## src/rtl/pipe_rx_lane_packer.sv

```systemverilog
// pipe_rx_lane_packer: per-lane packing of variable-width PIPE Rx beats into 32-bit words with 128b/130b block tracking
module pipe_rx_lane_packer #(
  parameter int LANES  = 4,
  parameter int GEN1_W = 8,
  parameter int GEN2_W = 16,
  parameter int GEN3_W = 32
) (
  input  logic                 clk,
  input  logic                 reset,
  input  logic [2:0]           GEN,
  input  logic [LANES-1:0]     RxValid,
  input  logic [LANES-1:0]     RxStartBlock,
  input  logic [3*LANES-1:0]   RxStatus,
  input  logic [2*LANES-1:0]   RxSyncHeader,
  input  logic [LANES-1:0]     RxElectricalIdle,
  input  logic [32*LANES-1:0]  RxData,
  input  logic [4*LANES-1:0]   RxDataK,
  output logic [LANES-1:0]     out_valid,
  output logic [32*LANES-1:0]  out_data,
  output logic [4*LANES-1:0]   out_datak,
  output logic [LANES-1:0]     out_sob,
  output logic [2*LANES-1:0]   out_sync_hdr,
  output logic [LANES-1:0]     out_eidle,
  output logic [LANES-1:0]     err_status,
  output logic [LANES-1:0]     err_block
);
  localparam logic [2:0] NB1 = 3'(GEN1_W / 8);
  localparam logic [2:0] NB2 = 3'(GEN2_W / 8);
  localparam logic [2:0] NB3 = 3'(GEN3_W / 8);
  logic [2:0] gen_q;
  logic       chg, gen_ok, g3;
  logic [2:0] nb;
  logic [3:0] bm_w;
  assign chg    = GEN != gen_q;
  assign gen_ok = GEN != 3'd0 && GEN <= 3'd5;
  assign g3     = GEN >= 3'd3 && GEN <= 3'd5;
  assign nb     = GEN == 3'd1 ? NB1 : GEN == 3'd2 ? NB2 : NB3;
  assign bm_w   = nb == 3'd4 ? 4'hf : nb == 3'd2 ? 4'h3 : 4'h1;
  always_ff @(posedge clk or negedge reset)
    if (!reset) gen_q <= '0;
    else gen_q <= GEN;
  for (genvar l = 0; l < LANES; l++) begin : g_lane
    logic [31:0] acc_q, acc_d, dat_q, dat_d, d_in, bmx;
    logic [3:0]  acck_q, acck_d, datk_q, datk_d, blk_q, blk_d, k_in, bm;
    logic [1:0]  off_q, off_d, hdr_q, hdr_d, shdr_q, shdr_d;
    logic [2:0]  sum;
    logic        sobp_q, sobp_d, vld_q, vld_d, sob_q, sob_d, eid_q;
    logic        ests_q, ests_d, eblk_q, eblk_d;
    assign d_in = RxData[32*l +: 32];
    assign k_in = RxDataK[4*l +: 4];
    always_comb begin
      acc_d  = acc_q;
      acck_d = acck_q;
      off_d  = off_q;
      blk_d  = blk_q;
      hdr_d  = hdr_q;
      sobp_d = sobp_q;
      dat_d  = dat_q;
      datk_d = datk_q;
      vld_d  = 1'b0;
      sob_d  = 1'b0;
      shdr_d = '0;
      ests_d = 1'b0;
      eblk_d = 1'b0;
      bm     = '0;
      bmx    = '0;
      sum    = '0;
      if (RxElectricalIdle[l] || chg) begin
        acc_d  = '0;
        acck_d = '0;
        off_d  = '0;
        blk_d  = '0;
        sobp_d = 1'b0;
      end
      if (!RxElectricalIdle[l] && gen_ok && RxValid[l]) begin
        if (RxStatus[3*l +: 3] != 3'd0) begin
          ests_d = 1'b1;
          acc_d  = '0;
          acck_d = '0;
          off_d  = '0;
          blk_d  = '0;
          sobp_d = 1'b0;
        end else if (g3 && blk_d == 4'd0 && !RxStartBlock[l]) begin
          eblk_d = 1'b1;
        end else begin
          // A start beat always opens a fresh block; mid-block it is also an alignment error
          if (g3 && RxStartBlock[l]) begin
            eblk_d = blk_d != 4'd0;
            acc_d  = '0;
            acck_d = '0;
            off_d  = '0;
            blk_d  = '0;
            sobp_d = 1'b1;
            hdr_d  = RxSyncHeader[2*l +: 2];
          end
          bm     = bm_w << off_d;
          bmx    = {{8{bm[3]}}, {8{bm[2]}}, {8{bm[1]}}, {8{bm[0]}}};
          acc_d  = (acc_d & ~bmx) | ((d_in << {off_d, 3'b000}) & bmx);
          acck_d = (acck_d & ~bm) | ((k_in << off_d) & bm);
          sum    = {1'b0, off_d} + nb;
          off_d  = sum[1:0];
          blk_d  = g3 ? blk_d + {1'b0, nb} : '0;
          if (sum[2]) begin
            vld_d  = 1'b1;
            dat_d  = acc_d;
            datk_d = g3 ? '0 : acck_d;
            sob_d  = g3 && sobp_d;
            shdr_d = sob_d ? hdr_d : '0;
            sobp_d = 1'b0;
            acc_d  = '0;
            acck_d = '0;
          end
        end
      end
    end
    always_ff @(posedge clk or negedge reset)
      if (!reset) begin
        acc_q  <= '0;
        acck_q <= '0;
        off_q  <= '0;
        blk_q  <= '0;
        hdr_q  <= '0;
        sobp_q <= 1'b0;
        dat_q  <= '0;
        datk_q <= '0;
        vld_q  <= 1'b0;
        sob_q  <= 1'b0;
        shdr_q <= '0;
        eid_q  <= 1'b0;
        ests_q <= 1'b0;
        eblk_q <= 1'b0;
      end else begin
        acc_q  <= acc_d;
        acck_q <= acck_d;
        off_q  <= off_d;
        blk_q  <= blk_d;
        hdr_q  <= hdr_d;
        sobp_q <= sobp_d;
        dat_q  <= dat_d;
        datk_q <= datk_d;
        vld_q  <= vld_d;
        sob_q  <= sob_d;
        shdr_q <= shdr_d;
        eid_q  <= RxElectricalIdle[l];
        ests_q <= ests_d;
        eblk_q <= eblk_d;
      end
    assign out_valid[l]          = vld_q;
    assign out_data[32*l +: 32]  = dat_q;
    assign out_datak[4*l +: 4]   = datk_q;
    assign out_sob[l]            = sob_q;
    assign out_sync_hdr[2*l +: 2] = shdr_q;
    assign out_eidle[l]          = eid_q;
    assign err_status[l]         = ests_q;
    assign err_block[l]          = eblk_q;
  end
endmodule

```

## config.mk

```make
export PLATFORM = sky130hd
export DESIGN_NAME = pipe_rx_lane_packer
export DESIGN_NICKNAME = d
export VERILOG_FILES = /design/src/rtl/pipe_rx_lane_packer.sv
export SDC_FILE = /design/constraint.sdc
export NUM_CORES = 1
export LEC_CHECK = 0
export ABC_AREA = 1
export CORE_MARGIN = 8
export CORE_UTILIZATION = 54
export CTS_CLUSTER_DIAMETER = 30
export DETAILED_ROUTE_END_ITERATION = 16
export PLACE_DENSITY = 0.81
export SLEW_MARGIN = 20
export SYNTH_ARGS = -nofsm -noshare
export SYNTH_HDL_FRONTEND = slang
export SYNTH_SLANG_ARGS = --single-unit
```

## constraint.sdc

```tcl
create_clock -name clk -period 7.4 [get_ports clk]
set_clock_uncertainty 0.1 [all_clocks]
set_input_delay 0.74 -clock clk [delete_from_list [all_inputs] [get_ports clk]]
set_output_delay 0.74 -clock clk [all_outputs]
set_load 0.02 [all_outputs]
```

# == Word level (Yosys, flattened, before mapping) ==
# Index checks and enable logic that the tools add are counted.
# Widths: inputs -> output; s select.
# totals
regBits,355
output_inout_bits,172
in_bits,181
# op_classes
n_mux,264
bitwise,40
shifts,12
n_eq_ne,5
magnitude_cmp,2
add_sub_neg,8
reduce_logical,59
# op_table
cell,count
$mux 32,36
$mux 4,77
$and 32x32->32,8
$not 32->32,4
$or 32x32->32,4
$shl 32x5->32,4
$mux 2,57
$mux 1,92
$and 4x4->4,8
$shl 4x2->4,8
$logic_and 1x1->1,26
$add 4x3->4,4
$logic_not 4->1,4
$not 4->4,4
$or 4x4->4,4
$reduce_and 4->1,4
$reduce_bool 4->1,4
$reduce_bool 3->1,5
$add 2x3->3,4
$reduce_and 3->1,4
$logic_not 1->1,8
$not 1->1,8
$eq 3x2->1 const B,2
$mux 3,2
other kinds (6),9

# == Longest topological paths before layout ==
# Gate-level depths: netlist of the first run.
# logic_depth
depth_word,17
ltp_mapped,20

# == Worst setup path before layout of the first run ==
# OpenSTA, ideal clock, no wires.
# synth_path
path_type,input to register
start,input GEN[1]
end,register g_lane[3].acck_q[1]
path_buffers,3
t_required_ps,7217
slack_ps,3531
stages,18
arrival_ps,3686
setup_time_ps,83
cell_sequence,buf_2 inv_2 nand2_1 nand2_2 nand2_4 nor2_8 nand4_2 buf_2 inv_2 buf_2 ha_1 inv_1 fa_1 xnor2_4 clkinv_1 nor2_4 clkinv_1 o22ai_1
# synth_via
elab_chain_len,15
word_cells_on_any_way,43
# synth_rtl
element,line,text
start: declaration,10,"input logic [2:0] GEN,"
$ge 3x2->1 (tied with other cells),36,assign g3 = GEN >= 3'd3 && GEN <= 3'd5;
$logic_and 1x1->1 / $logic_or 1x1->1 (equally long branches),"36, 68",
$logic_and 1x1->1 / $mux 2 (equally long branches),"87, 68",
$mux 2,87,if (g3 && RxStartBlock[l]) begin
$mux 2,83,end else if (g3 && blk_d == 4'd0 && !RxStartBlock[l]) begin
$mux 2,76,if (RxStatus[3*l +: 3] != 3'd0) begin
$mux 2,75,if (!RxElectricalIdle[l] && gen_ok && RxValid[l]) begin
$shl 4x2->4,96,bm = bm_w << off_d;
$not 4->4,99,acck_d = (acck_d & ~bm) | ((k_in << off_d) & bm);
$and 4x4->4,99,
$or 4x4->4,99,
$mux 4,103,if (sum[2]) begin
$mux 4,83,
$mux 4,76,
$mux 4 (*),75,
named net g_lane[3].acck_d[1],44,"logic [3:0] acck_q, acck_d, datk_q, datk_d, blk_q, blk_d, k_in, bm;"
end signal: assignment,134,acck_q <= acck_d;
end: declaration,44,
# Mark *: on every way through the listed nets, which the timed path passes. The rest lies on a longest branch. The select of a mux whose other input is x is not followed.
# A chain may end at the register's enable or synchronous reset.

# == Final worst setup path of the first run ==
# layout_path
start,input GEN[1]
end,register g_lane[1].shdr_q[1]
# layout_via
elab_chain_len,13
word_cells_on_any_way,36
# layout_rtl
element,line,text
"parallel branches: the longest is 12 deep, another holds $ge 3x2->1",--,
$mux 2 (*),75,
named net g_lane[1].shdr_d[1],45,"logic [1:0] off_q, off_d, hdr_q, hdr_d, shdr_q, shdr_d;"
end signal: assignment,143,shdr_q <= shdr_d;
end: declaration,45,
# Mark *: on every way through the listed nets, which the timed path passes. The select of a mux whose other input is x is not followed.

==> results of run 1 <==
[routing by layer]
metal | share of wire | vias up | global-route usage
li1 | - | 9670 | -
met4 | 0.032 | 8 | 0.120
met5 | 0.00082 | - | 0
met2 | 0.47 | 1061 | 0.474
met1 | 0.41 | 9730 | 0.387
met3 | 0.092 | 169 | 0.0658
[worst min path at each step]
stage	start	end
finish	reset	g_lane[2].dat_q[13]$_DFFE_PN0P_
global route	reset	g_lane[2].dat_q[13]$_DFFE_PN0P_
CTS	reset	g_lane[2].vld_q$_DFF_PN0_
detailed placement	g_lane[0].dat_q[12]$_DFFE_PN0P_	g_lane[0].dat_q[12]$_DFFE_PN0P_
global placement	g_lane[1].dat_q[9]$_DFFE_PN0P_	g_lane[1].dat_q[9]$_DFFE_PN0P_
floorplan	reset	g_lane[0].acc_q[0]$_DFF_PN0_
[power breakdown]
group	total [mW]	internal [mW]	leakage (nW)	switching (mW)
combinational	1.15	0.478	6.62	0.676
clock	3.80	2.63	1.42	1.17
sequential	2.23	2.12	4.81	0.114
[state kept, by name, summed over array words and instances, names as in the netlist]
register / count
g_lane.blk_q: 16
g_lane.sobp_q: 4
g_lane.dat_q: 128
g_lane.hdr_q: 8
g_lane.vld_q: 4
g_lane.off_q: 8
g_lane.acck_q: 16
g_lane.shdr_q: 8
gen_q: 3
g_lane.ests_q: 4
g_lane.eid_q: 4
g_lane.datk_q: 16
g_lane.eblk_q: 4
g_lane.acc_q: 128
g_lane.sob_q: 4
[synth_stat cells, drive strengths merged]
library cell | count | share of area
nand3 | 302 | 0.076
fa | 8 | 0.0078
o211ai | 17 | 0.0065
mux2i | 8 | 0.0039
o41ai | 4 | 0.0017
dfrtp | 355 | 0.44
o21bai | 10 | 0.0042
xnor2 | 7 | 0.0043
o22ai | 7 | 0.0025
or2 | 39 | 0.012
nand2 | 1042 | 0.20
clkbuf | 44 | 0.0082
o31ai | 2 | 0.00074
inv | 236 | 0.043
ha | 16 | 0.0098
nand3b | 1 | 0.00037
nor3 | 21 | 0.0072
xor2 | 4 | 0.0021
buf | 120 | 0.032
o21ai | 269 | 0.067
clkinv | 4 | 0.00074
nor3b | 1 | 0.00037
nand4 | 29 | 0.0099
nor2 | 186 | 0.042
o21a | 9 | 0.0033
a21oi | 81 | 0.020
a211oi | 4 | 0.0015
[worst max-delay path, delay by kind of cell]
family,cells,cell delay [ps]
XOR/XNOR,1,160
buffers and inverters,5,1850
AND/OR/NAND/NOR,9,2330
adder cells (fa/ha/maj),2,710
[layout make-up]
cell class	instances	share of cell area
repair buffers	367	0.136
diodes	1	0.0000934
multi-input cells	2067	0.367
clock inverters	46	0.0238
flip-flops and latches	355	0.331
clock buffers	98	0.0844
inverters	240	0.0336
well taps	511	0.0239
[logic make-up (layout without fill, tap and decap cells)]
| family | Yosys count | after routing | synth area share |
|---|---|---|---|
| adder cells (fa/ha/maj) | 24 | 24 | 0.0177 |
| other | 0 | 1 | 0 |
| multiplexers | 8 | 8 | 0.00392 |
| buffers and inverters | 404 | 751 | 0.0840 |
| flip-flops | 355 | 355 | 0.435 |
| AND/OR/NAND/NOR | 1621 | 1621 | 0.345 |
| AO/OA/AOI/OAI | 403 | 403 | 0.108 |
| XOR/XNOR | 11 | 11 | 0.00637 |
==> summary.md, run 1 <==
| Metric | Value |
|---|---|
| Inst Count DP | `3540` |
| Peak supply drop | `0.155 mV` |
| Number of storage elements in the synthesis netlist | `355` |
| Endpoints failing hold | `0` |
| Clock edge transition at the registers on the reported setup and hold paths | `50 ps` |
| Clock root buffer | `sky130_fd_sc_hd__clkbuf_16` |
| Crit path kind | `in -> reg` |
| Total area of multi-input combinational cells | `0.00982 sq mm` |
| Nets in the synthesized netlist | `3031` |
| CP cell instances | `clkdlybuf4s50_1, nand2_1, nand2_2, nand2_4, nor2_8, nand2_4, nor3_4, ha_1, inv_1, fa_1, xnor2_1, inv_1, nand3_2, buf_4, inv_2, nand3_1, nor2_1` |
| Worst reg-to-reg setup slack | `2490 ps` |
| Worst reg2reg endpoint | `g_lane[1].shdr_q[1]$_DFF_PN0_` |
| Critical path launch point | `GEN[1]` |
| Number of nets still failing antenna checks after routing | `0` |
| Final period demand of the worst path | `5400 ps` |
| Peak clock frequency supported by timing | `185 MHz` |
| End-of-flow core utilization | `0.715` |
| Maximum fanout count along the critical path | `31` |
| Number of H-tree branching levels | `3` |
| Non-filler cells, final | `3685` |
| LEAKAGE | `12.8 nW` |
| Final standard cell area without fillers | `0.0268 sq mm` |
| Average detailed-routed wire length per instance | `18.2 microns` |
| Number of warning messages in the yosys log | `0` |
| Fraction of layout instances using a drive strength above 1 | `0.0832` |
| Via count of the first global-routing pass | `20.2k` |
| Congestion Overflow GR | `0` |
| Overall via count from detail_route | `20.6k` |
| Post-synthesis cell count | `2826` |
| CORE AREA | `0.0375 sq mm` |
| Synthesized cell area | `0.0204 sq mm` |
| Register area | `0.00888 sq mm` |
| Class of the tightest hold or removal check | `in -> async` |
| CP arrival | `5810 ps` |
| Cell Pwr Density | `268 mW/mm^2` |
| Post-CTS setup-driven buffer insertion count | `0` |
| Slew at the pin closest to its max-slew limit | `1120 ps` |
| Leading cell type in the layout, fill and taps excluded | `sky130_fd_sc_hd__nand2_1` |
| Weighted congestion reported at the end of routability-driven placement | `0.920` |
| I/O pins | `353` |
| Number of hold buffers added after CTS | `0` |
| Sequential share of the synthesized area | `0.435` |
| Slack of the critical path | `2000 ps` |
| Per-instance average area after synthesis | `7.22 sq um` |
| First-pass iteration count of the detailed router | `6` |
| Fin crit share | `0.730` |
| Drc violations | `0` |
| Place WS | `1470 ps` |
| Violation count after the first detailed-route iteration | `1857` |
| Placed inst area | `0.0239 sq mm` |
| TritonCTS clock tree | `built` |
| Result of the run | `finished clean` |
| Largest buffer count on any clock path | `3` |
| Net count reported at finish | `3315` |
| Final count of negative-setup-slack endpoints | `0` |
| Clock net sink count | `355` |
| Fill cell count | `2961` |
| Clock buffer count from CTS | `79` |
| Die extent in y | `210 microns` |
| Std-Cell Rows | `71` |
| Reg2reg path depth | `17` |
| Capturing element of the worst setup path | `g_lane[1].shdr_q[1]$_DFF_PN0_` |
| CP Data Required Time | `7810 ps` |
| Pin count of the biggest net entering global routing | `171` |
| Max-cap violation count | `0` |
| Setup Total Neg Slack | `0 ps` |
| Die area | `0.0443 sq mm` |
| Capturing element type of the critical path | `flip-flop` |
| Setup repair after global routing missed its margin | `no` |
| Initial antenna violation count | `5` |
| Worst rel slew slack | `0.253` |
| Vias/cell | `5.60` |
| Die width | `210 microns` |
| Total power of the final layout | `7.18 mW` |
| Commonest cells after routing, fill and taps aside | `sky130_fd_sc_hd__nand2_1, sky130_fd_sc_hd__dfrtp_1, sky130_fd_sc_hd__clkdlybuf4s50_1` |
| Number of distinct library cell variants in the gate-level netlist after synthesis | `54` |
| Worst-skew pair later-pin latency | `590 ps` |
| Launch instance of the worst register-to-register path | `gen_q[2]$_DFF_PN0_` |
| Relative area change from synthesis to final layout | `31.3%` |
| First-pass GRT wire length | `107000 microns` |
| Half-perimeter wire length after placement | `45400 microns` |
| Routed WL | `67200 microns` |
| Count of pins over their slew limit | `0` |
| Sort of element at the start of the critical path | `primary input` |
| Global-route usage over all layers | `0.296` |
| Final Hold Slack | `107 ps` |
| Slowest stage cell on the critical path | `sky130_fd_sc_hd__nor3_4` |
| Biggest cell delay along the critical path | `750 ps` |
| Post-cts gate resize count | `0` |
| Buffers on Ports | `352` |
| Starting density of the core | `0.545` |
(Power assumes the default switching activity.)
==> run 2, diff against run 1 <==
CORE_UTILIZATION = 49   (was 54)
PLACE_DENSITY = 0.78   (was 0.81)
clock period = 4.5 ns   (was 7.4 ns; I/O delays follow)
==> run 2 against run 1 <==
Critical path depth down 2. Register-to-register slack worse by 1400 ps. Count of clock-buffer cells in the layout up 18. Critical endpoint is now g_lane[3].acck_q[1]$_DFF_PN0_. Routed wire length up 1.3%. First-iteration DRC count up 8.8%. Clock power up 71%. Via count down 0.44%. Power up 68%. Critical path type unchanged. Hold slack better by 250 ps. Sequential power up 64%. Flip-flop and latch count unchanged. Worst setup slack worse by 1100 ps.
==> summary.md, run 2 (synthesized netlist as in run 1, its figures left out) <==
| Metric | Value |
|---|---|
| Result of the run | `finished clean (unchanged)` |
| Congestion Overflow GR | `0 (unchanged)` |
| CP arrival | `4010 ps (was 5810 ps)` |
| Sort of element at the start of the critical path | `primary input (unchanged)` |
| Largest registers | `g_lane.acc_q x128, g_lane.dat_q x128 (unchanged)` |
| Setup Total Neg Slack | `0 ps (unchanged)` |
| Pin count of the biggest net entering global routing | `113 (was 171)` |
| Combinational Power Share | `0.159 (was 0.161)` |
| Placed inst area | `0.0242 sq mm (was 0.0239 sq mm)` |
| Slack of the critical path | `890 ps (was 2000 ps)` |
| Final standard cell area without fillers | `0.0273 sq mm (was 0.0268 sq mm)` |
| Commonest cells after routing, fill and taps aside | `sky130_fd_sc_hd__nand2_1, sky130_fd_sc_hd__dfrtp_1, sky130_fd_sc_hd__clkdlybuf4s50_1 (unchanged)` |
| Relative area change from synthesis to final layout | `33.7% (was 31.3%)` |
| Switching fraction of total power | `0.276 (was 0.273)` |
| Worst reg2reg endpoint | `g_lane[3].acck_q[1]$_DFF_PN0_ (was g_lane[1].shdr_q[1]$_DFF_PN0_)` |
| Kind of cell with the highest combined delay on the critical path | `buffers and inverters (was simple AND/OR/NAND/NOR gates)` |
| Fin crit share | `0.802` |
| Fill cell count | `3384 (was 2961)` |
| Place WS | `329 ps (was 1470 ps)` |
| Post-cts gate resize count | `0 (unchanged)` |
| Stages on the worst setup path | `15 (was 17)` |
| Clock edge transition at the registers on the reported setup and hold paths | `50 ps (about the same)` |
| Buffers and inverters on the worst path | `5 (unchanged)` |
| Class of the tightest hold or removal check | `in -> reg (was in -> async)` |
| Final count of negative-setup-slack endpoints | `0 (unchanged)` |
| Die width | `220 microns (was 210 microns)` |
| CP cell instances | `clkdlybuf4s50_1, nand2_1, nand2_2, nand2_4, nor2_8, nand4_2, inv_2, ha_1, inv_1, fa_1, xnor2_4, clkinv_1, nor2_4, clkinv_1, o22ai_1 (was clkdlybuf4s50_1, nand2_1, nand2_2, nand2_4, nor2_8, nand2_4, nor3_4, ha_1, inv_1, fa_1, xnor2_1, inv_1, nand3_2, buf_4, inv_2, nand3_1, nor2_1)` |
| Crit path kind | `in -> reg (unchanged)` |
| TritonCTS clock tree | `built (unchanged)` |
| Number of nets still failing antenna checks after routing | `0 (unchanged)` |
| Std-Cell Rows | `74 (was 71)` |
| Overall via count from detail_route | `20.5k (was 20.6k)` |
| Clock root buffer | `sky130_fd_sc_hd__clkbuf_16 (unchanged)` |
| Worst rel slew slack | `0.391 (was 0.253)` |
| Peak clock frequency supported by timing | `277 MHz` |
| Psw | `3.32 mW (was 1.96 mW)` |
| Slew at the pin closest to its max-slew limit | `914 ps (was 1120 ps)` |
| Clock buffer count from CTS | `88 (was 79)` |
| Worst reg-to-reg setup slack | `1070 ps (was 2490 ps)` |
| I/O pins | `353 (unchanged)` |
| Fraction of layout instances using a drive strength above 1 | `0.0957 (was 0.0832)` |
| Crit path top cell by count | `sky130_fd_sc_hd__clkinv_1` |
| Number of cells on the worst hold path | `1` |
| Final period demand of the worst path | `3610 ps` |
| Routed WL | `68000 microns (was 67200 microns)` |
| Worst-skew pair later-pin latency | `600 ps (was 590 ps)` |
| Largest buffer count on any clock path | `3 (unchanged)` |
| Number of H-tree branching levels | `3 (unchanged)` |
| Half-perimeter wire length after placement | `46900 microns (was 45400 microns)` |
| Clock net sink count | `355 (unchanged)` |
| Die area | `0.0485 sq mm (was 0.0443 sq mm)` |
| Launch instance of the worst register-to-register path | `gen_q[2]$_DFF_PN0_ (unchanged)` |
| Reg power frac | `0.303 (was 0.310)` |
| Ant diodes | `0 (was 1)` |
| Net count reported at finish | `3359 (was 3315)` |
| Maximum fanout count along the critical path | `10 (was 31)` |
| First-pass GRT wire length | `108000 microns (was 107000 microns)` |
| Worst Hold Endpoint | `g_lane[0].eid_q$_DFF_PN0_` |
| CORE AREA | `0.0410 sq mm (was 0.0375 sq mm)` |
| Peak supply drop | `0.314 mV (was 0.155 mV)` |
| Post-CTS setup-driven buffer insertion count | `0 (unchanged)` |
| Capturing element type of the critical path | `flip-flop (unchanged)` |
| Average detailed-routed wire length per instance | `18.1 microns (was 18.2 microns)` |
| LEAKAGE | `13.1 nW (was 12.8 nW)` |
| Portion of total power attributed to the clock network | `0.538 (was 0.529)` |
| Number of hold buffers added after CTS | `1 (was 0)` |
| Drc violations | `0 (unchanged)` |
| Setup repair after global routing missed its margin | `no (unchanged)` |
| Count of pins over their slew limit | `0 (unchanged)` |
| Cell Int Power | `8.72 mW (was 5.22 mW)` |
| Endpoints failing hold | `0 (unchanged)` |
| Vias/cell | `5.46 (was 5.60)` |
| End-of-flow core utilization | `0.665 (was 0.715)` |
| Max-cap violation count | `0 (unchanged)` |
| CP Data Required Time | `4900 ps (was 7810 ps)` |
| First-pass iteration count of the detailed router | `5 (was 6)` |
| Slowest stage cell on the critical path | `sky130_fd_sc_hd__clkdlybuf4s50_1 (was sky130_fd_sc_hd__nor3_4)` |
| Initial antenna violation count | `4 (was 5)` |
| Leading cell type in the layout, fill and taps excluded | `sky130_fd_sc_hd__nand2_1 (unchanged)` |
| Starting density of the core | `0.498 (was 0.545)` |
| Global-route usage over all layers | `0.277 (was 0.296)` |
| Reg2reg path depth | `15 (was 17)` |
| Buffers on Ports | `352 (unchanged)` |
| Hold wc startpoint | `RxElectricalIdle[0]` |
| Die extent in y | `220 microns (was 210 microns)` |
| Violation count after the first detailed-route iteration | `2021 (was 1857)` |
| Biggest cell delay along the critical path | `670 ps (was 750 ps)` |
| Via count of the first global-routing pass | `20.3k (was 20.2k)` |
| Weighted congestion reported at the end of routability-driven placement | `0.939 (was 0.920)` |
| Cell Pwr Density | `441 mW/mm^2 (was 268 mW/mm^2)` |
==> run 2: cell types whose count changed in the layout (fill, tap and decap cells not counted), moves of 2 or more <==
cell / change
sky130_fd_sc_hd__clkbuf_8: +2
sky130_fd_sc_hd__clkinv_2: +4
sky130_fd_sc_hd__clkbuf_16: +6
sky130_fd_sc_hd__buf_4: +33
sky130_fd_sc_hd__inv_6: -5
sky130_fd_sc_hd__clkinvlp_4: +4
sky130_fd_sc_hd__bufinv_16: -3
sky130_fd_sc_hd__clkbuf_1: +10
sky130_fd_sc_hd__clkinv_8: +2
==> run 2: worst reg2reg max path: stages, from the launching register on <==
cell                       delay, ps
sky130_fd_sc_hd__dfrtp_1         370
sky130_fd_sc_hd__inv_1            60
sky130_fd_sc_hd__nand2_1          60
sky130_fd_sc_hd__nand2_2         110
sky130_fd_sc_hd__nand2_4          80
sky130_fd_sc_hd__nor2_8          220
sky130_fd_sc_hd__nand4_2         140
sky130_fd_sc_hd__inv_2            80
sky130_fd_sc_hd__ha_1            130
sky130_fd_sc_hd__inv_1            60
sky130_fd_sc_hd__fa_1            510
sky130_fd_sc_hd__xnor2_4         280
sky130_fd_sc_hd__clkinv_1        350
sky130_fd_sc_hd__nor2_4          210
sky130_fd_sc_hd__clkinv_1        280
sky130_fd_sc_hd__o22ai_1         290
==> run 2: cell type report <==
type | instances | area [sq um] | area share
clock buffer | 116 | 2480 | 0.0908
clock inverter | 48 | 598 | 0.0219
inverter | 240 | 901 | 0.0330
multi-input combinational | 2067 | 9830 | 0.360
sequential | 355 | 8880 | 0.326
tap | 532 | 666 | 0.0244
timing repair buffer | 402 | 3930 | 0.144
==> run 2: metrics by stage <==
stage	total power [mW]	hold WS [ps]	instances
floorplan	4.59	54.4	2826
global placement	5.57	362	3595
detailed placement	5.60	365	3595
CTS	12.1	330	3760
global route	12.5	353	3760
finish	12.0	359	3760
==> run 2: worst max-delay path by stage <==
stage            from                              end  slack, ps
3_5_place_dp   GEN[1]    g_lane[2].shdr_q[0]$_DFF_PN0_        330
5_1_grt        GEN[0]  g_lane[2].dat_q[31]$_DFFE_PN0P_        630
3_3_place_gp   GEN[1]    g_lane[3].acck_q[1]$_DFF_PN0_        460
2_1_floorplan  GEN[1]    g_lane[3].acck_q[1]$_DFF_PN0_        920
6_report       GEN[1]    g_lane[3].acck_q[1]$_DFF_PN0_        890
4_1_cts        GEN[1]    g_lane[3].acc_q[17]$_DFF_PN0_        940
==> run 2: layer usage <==
metal / track usage / wire, microns / vias to the layer above
li1: - / - / 9758
met1: 0.356 / 27800 / 9664
met2: 0.450 / 32200 / 963
met3: 0.0708 / 5950 / 155
met4: 0.100 / 1980 / 8
met5: 0 / 54 / -
==> run 2: power by group through the flow <==
| stage | sequential [mW] | combinational (mW) | clock [mW] |
|---|---|---|---|
| 2_1_floorplan | 3.95 | 0.640 | 0 |
| 3_3_place_gp | 3.68 | 1.89 | 0 |
| 3_5_place_dp | 3.69 | 1.91 | 0 |
| 4_1_cts | 3.65 | 1.93 | 6.54 |
| 5_1_grt | 3.68 | 2.07 | 6.72 |
| 6_report | 3.65 | 1.92 | 6.48 |
==> run 3, diff against run 2 <==
CORE_UTILIZATION = 54   (was 49)
PLACE_DENSITY = 0.81   (was 0.78)
clock period = 3.65 ns   (was 4.5 ns; I/O delays follow)
==> run 3 against run 2 <==
Die area decreased by 8.6%. Hold slack worse by 110 ps. Flip-flop and latch count unchanged. Global-route usage increased by 2.2 points. Non-clock buffer count up 29. Cell count down 0.24%. Clock power increased by 14%. Critical path type is now reg -> reg. Sequential power rose by 23%. Highest routed layer unchanged. Largest cell class unchanged. First-iteration DRC count increased by 0.30%.
==> summary.md, run 3 (synthesized netlist as in run 1, its figures left out) <==
| Metric | Value |
|---|---|
| First-pass iteration count of the detailed router | `7 (was 5)` |
| Setup repair after global routing missed its margin | `no (unchanged)` |
| Starting density of the core | `0.545 (was 0.498)` |
| Largest buffer count on any clock path | `3 (unchanged)` |
| Worst reg-to-reg setup slack | `590 ps (was 1070 ps)` |
| Final standard cell area without fillers | `0.0272 sq mm (was 0.0273 sq mm)` |
| Worst reg2reg endpoint | `g_lane[3].acc_q[17]$_DFF_PN0_ (was g_lane[3].acck_q[1]$_DFF_PN0_)` |
| Non-filler cells, final | `3751 (was 3760)` |
| Pin count of the biggest net entering global routing | `97 (was 113)` |
| First-pass GRT wire length | `108000 microns (about the same)` |
| CP Data Required Time | `4020 ps (was 4900 ps)` |
| Critical path launch point | `gen_q[1]$_DFF_PN0_ (was GEN[1])` |
| Fill cell count | `2909 (was 3384)` |
| Worst rel slew slack | `0.435 (was 0.391)` |
| Peak clock frequency supported by timing | `327 MHz` |
| Violation count after the first detailed-route iteration | `2027 (was 2021)` |
| Clock root buffer | `sky130_fd_sc_hd__clkbuf_16 (unchanged)` |
| Congestion Overflow GR | `0 (unchanged)` |
| Initial antenna violation count | `7 (was 4)` |
| Average detailed-routed wire length per instance | `18.0 microns (was 18.1 microns)` |
| Half-perimeter wire length after placement | `46800 microns (was 46900 microns)` |
| Fin crit share | `0.838` |
| Capturing element type of the critical path | `flip-flop (unchanged)` |
| Cell Pwr Density | `523 mW/mm^2 (was 441 mW/mm^2)` |
| Worst-skew pair later-pin latency | `570 ps (was 600 ps)` |
| Via count of the first global-routing pass | `21.0k (was 20.3k)` |
| Die extent in y | `210 microns (was 220 microns)` |
| Slew at the pin closest to its max-slew limit | `847 ps (was 914 ps)` |
| Routed WL | `67400 microns (was 68000 microns)` |
| Die width | `210 microns (was 220 microns)` |
| CP arrival | `3430 ps (was 4010 ps)` |
| Max-cap violation count | `0 (unchanged)` |
| Global-route usage over all layers | `0.299 (was 0.277)` |
| Vias/cell | `5.57 (was 5.46)` |
| Post-cts gate resize count | `0 (unchanged)` |
| Clock buffer count from CTS | `79 (was 88)` |
| I/O pins | `353 (unchanged)` |
| Number of nets still failing antenna checks after routing | `0 (unchanged)` |
| Peak supply drop | `0.404 mV (was 0.314 mV)` |
| Uppermost layer routed | `met5 (unchanged)` |
| Std-Cell Rows | `71 (was 74)` |
| Sort of element at the start of the critical path | `flip-flop (was primary input)` |
| Reg2reg path depth | `15 (unchanged)` |
| Largest registers | `g_lane.acc_q x128, g_lane.dat_q x128 (unchanged)` |
| Launch instance of the worst register-to-register path | `gen_q[1]$_DFF_PN0_ (was gen_q[2]$_DFF_PN0_)` |
| Metal1 wirelength | `27100 microns (was 27800 microns)` |
| Net count reported at finish | `3379 (was 3359)` |
| Final count of negative-setup-slack endpoints | `0 (unchanged)` |
| Total power of the final layout | `14.2 mW (was 12.0 mW)` |
| Capturing element of the worst setup path | `g_lane[3].acc_q[17]$_DFF_PN0_ (was g_lane[3].acck_q[1]$_DFF_PN0_)` |
| Inst Count DP | `3603 (was 3595)` |
| Clock net sink count | `355 (unchanged)` |
| Number of H-tree branching levels | `3 (unchanged)` |
| Final period demand of the worst path | `3060 ps` |
| Met2 WL post-DR | `31000 microns (was 32200 microns)` |
| Crit path kind | `reg -> reg (was in -> reg)` |
| Count of pins over their slew limit | `0 (unchanged)` |
| CORE AREA | `0.0375 sq mm (was 0.0410 sq mm)` |
| Setup Total Neg Slack | `0 ps (unchanged)` |
| Endpoints failing hold | `0 (unchanged)` |
| Fraction of layout instances using a drive strength above 1 | `0.0995 (was 0.0957)` |
| Clock edge transition at the registers on the reported setup and hold paths | `40 ps (was 50 ps)` |
| Leading cell type in the layout, fill and taps excluded | `sky130_fd_sc_hd__nand2_1 (unchanged)` |
| Maximum fanout count along the critical path | `10 (unchanged)` |
| Die area | `0.0443 sq mm (was 0.0485 sq mm)` |
| Commonest cells after routing, fill and taps aside | `sky130_fd_sc_hd__nand2_1, sky130_fd_sc_hd__dfrtp_1, sky130_fd_sc_hd__clkdlybuf4s50_1 (unchanged)` |
| Overall via count from detail_route | `20.9k (was 20.5k)` |
| TritonCTS clock tree | `built (unchanged)` |
| Met3 wire length | `6730 microns (was 5950 microns)` |
| Result of the run | `finished clean (unchanged)` |
| Weighted congestion reported at the end of routability-driven placement | `0.938 (was 0.939)` |
| LEAKAGE | `13.1 nW (about the same)` |
| Relative area change from synthesis to final layout | `33.5% (was 33.7%)` |
| Drc violations | `0 (unchanged)` |
| Placed inst area | `0.0245 sq mm (was 0.0242 sq mm)` |
| Buffers on Ports | `352 (unchanged)` |
| Class of the tightest hold or removal check | `in -> reg (unchanged)` |
[run 3: metrics by stage]
stage               hold WS [ps]  utilization  worst slack, ps
global route                 250        0.727              399
detailed placement           364        0.653             53.7
finish                       254        0.727              593
floorplan                  -30.6            -              156
global placement             362        0.653              133
CTS                          235        0.727              577
[run 3: how the worst min path moves through the flow]
| stage | slack, ps | endpoint | cells after the start | start |
|---|---|---|---|---|
| 2_1_floorplan | -30 | g_lane[0].acc_q[0]$_DFF_PN0_ | 0 | reset |
| 3_3_place_gp | 360 | g_lane[2].dat_q[9]$_DFFE_PN0P_ | 2 | g_lane[2].dat_q[9]$_DFFE_PN0P_ |
| 3_5_place_dp | 360 | g_lane[0].dat_q[30]$_DFFE_PN0P_ | 2 | g_lane[0].dat_q[30]$_DFFE_PN0P_ |
| 4_1_cts | 240 | gen_q[0]$_DFF_PN0_ | 1 | GEN[0] |
| 5_1_grt | 250 | gen_q[1]$_DFF_PN0_ | 1 | GEN[1] |
| 6_report | 250 | gen_q[0]$_DFF_PN0_ | 1 | GEN[0] |
[run 3: cell type report]
class | instances | area, sq um | share of cell area
Clock inverter | 54 | 687 | 0.0252
Multi-Input combinational cell | 2067 | 9820 | 0.361
Sequential cell | 355 | 8880 | 0.326
Tap cell | 511 | 639 | 0.0235
Antenna cell | 3 | 7.51 | 0.000276
Clock buffer | 90 | 2080 | 0.0764
Timing Repair Buffer | 431 | 4220 | 0.155
Inverter | 240 | 901 | 0.0331
[run 3: timing repair]
item,4_1_cts,5_1_grt
endpoints found under the hold margin,89,0
hold buffers,1,0
endpoints found under the setup margin,0,0
setup buffers,0,0
[run 3: critical path: stages (launching register included)]
cell,delay [ps]
sky130_fd_sc_hd__dfrtp_1,370
sky130_fd_sc_hd__inv_1,50
sky130_fd_sc_hd__nand2_1,50
sky130_fd_sc_hd__nand2_2,110
sky130_fd_sc_hd__nand2_4,80
sky130_fd_sc_hd__nor2_8,170
sky130_fd_sc_hd__nand4_2,130
sky130_fd_sc_hd__inv_2,90
sky130_fd_sc_hd__ha_1,140
sky130_fd_sc_hd__inv_1,50
sky130_fd_sc_hd__fa_1,500
sky130_fd_sc_hd__xnor2_4,280
sky130_fd_sc_hd__clkinv_1,180
sky130_fd_sc_hd__nor2_4,140
sky130_fd_sc_hd__clkinv_1,270
sky130_fd_sc_hd__o21bai_1,240
[run 3: routing by layer]
| layer | up-vias | global-route usage |
|---|---|---|
| li1 | 9758 | - |
| met1 | 9782 | 0.385 |
| met2 | 1172 | 0.474 |
| met3 | 187 | 0.0752 |
| met4 | 8 | 0.134 |
| met5 | - | 0 |
[run 3: where the power goes]
group	switching (mW)	internal [mW]
Clock	2.34	5.02
Combinational	1.38	1.00
Sequential	0.213	4.29
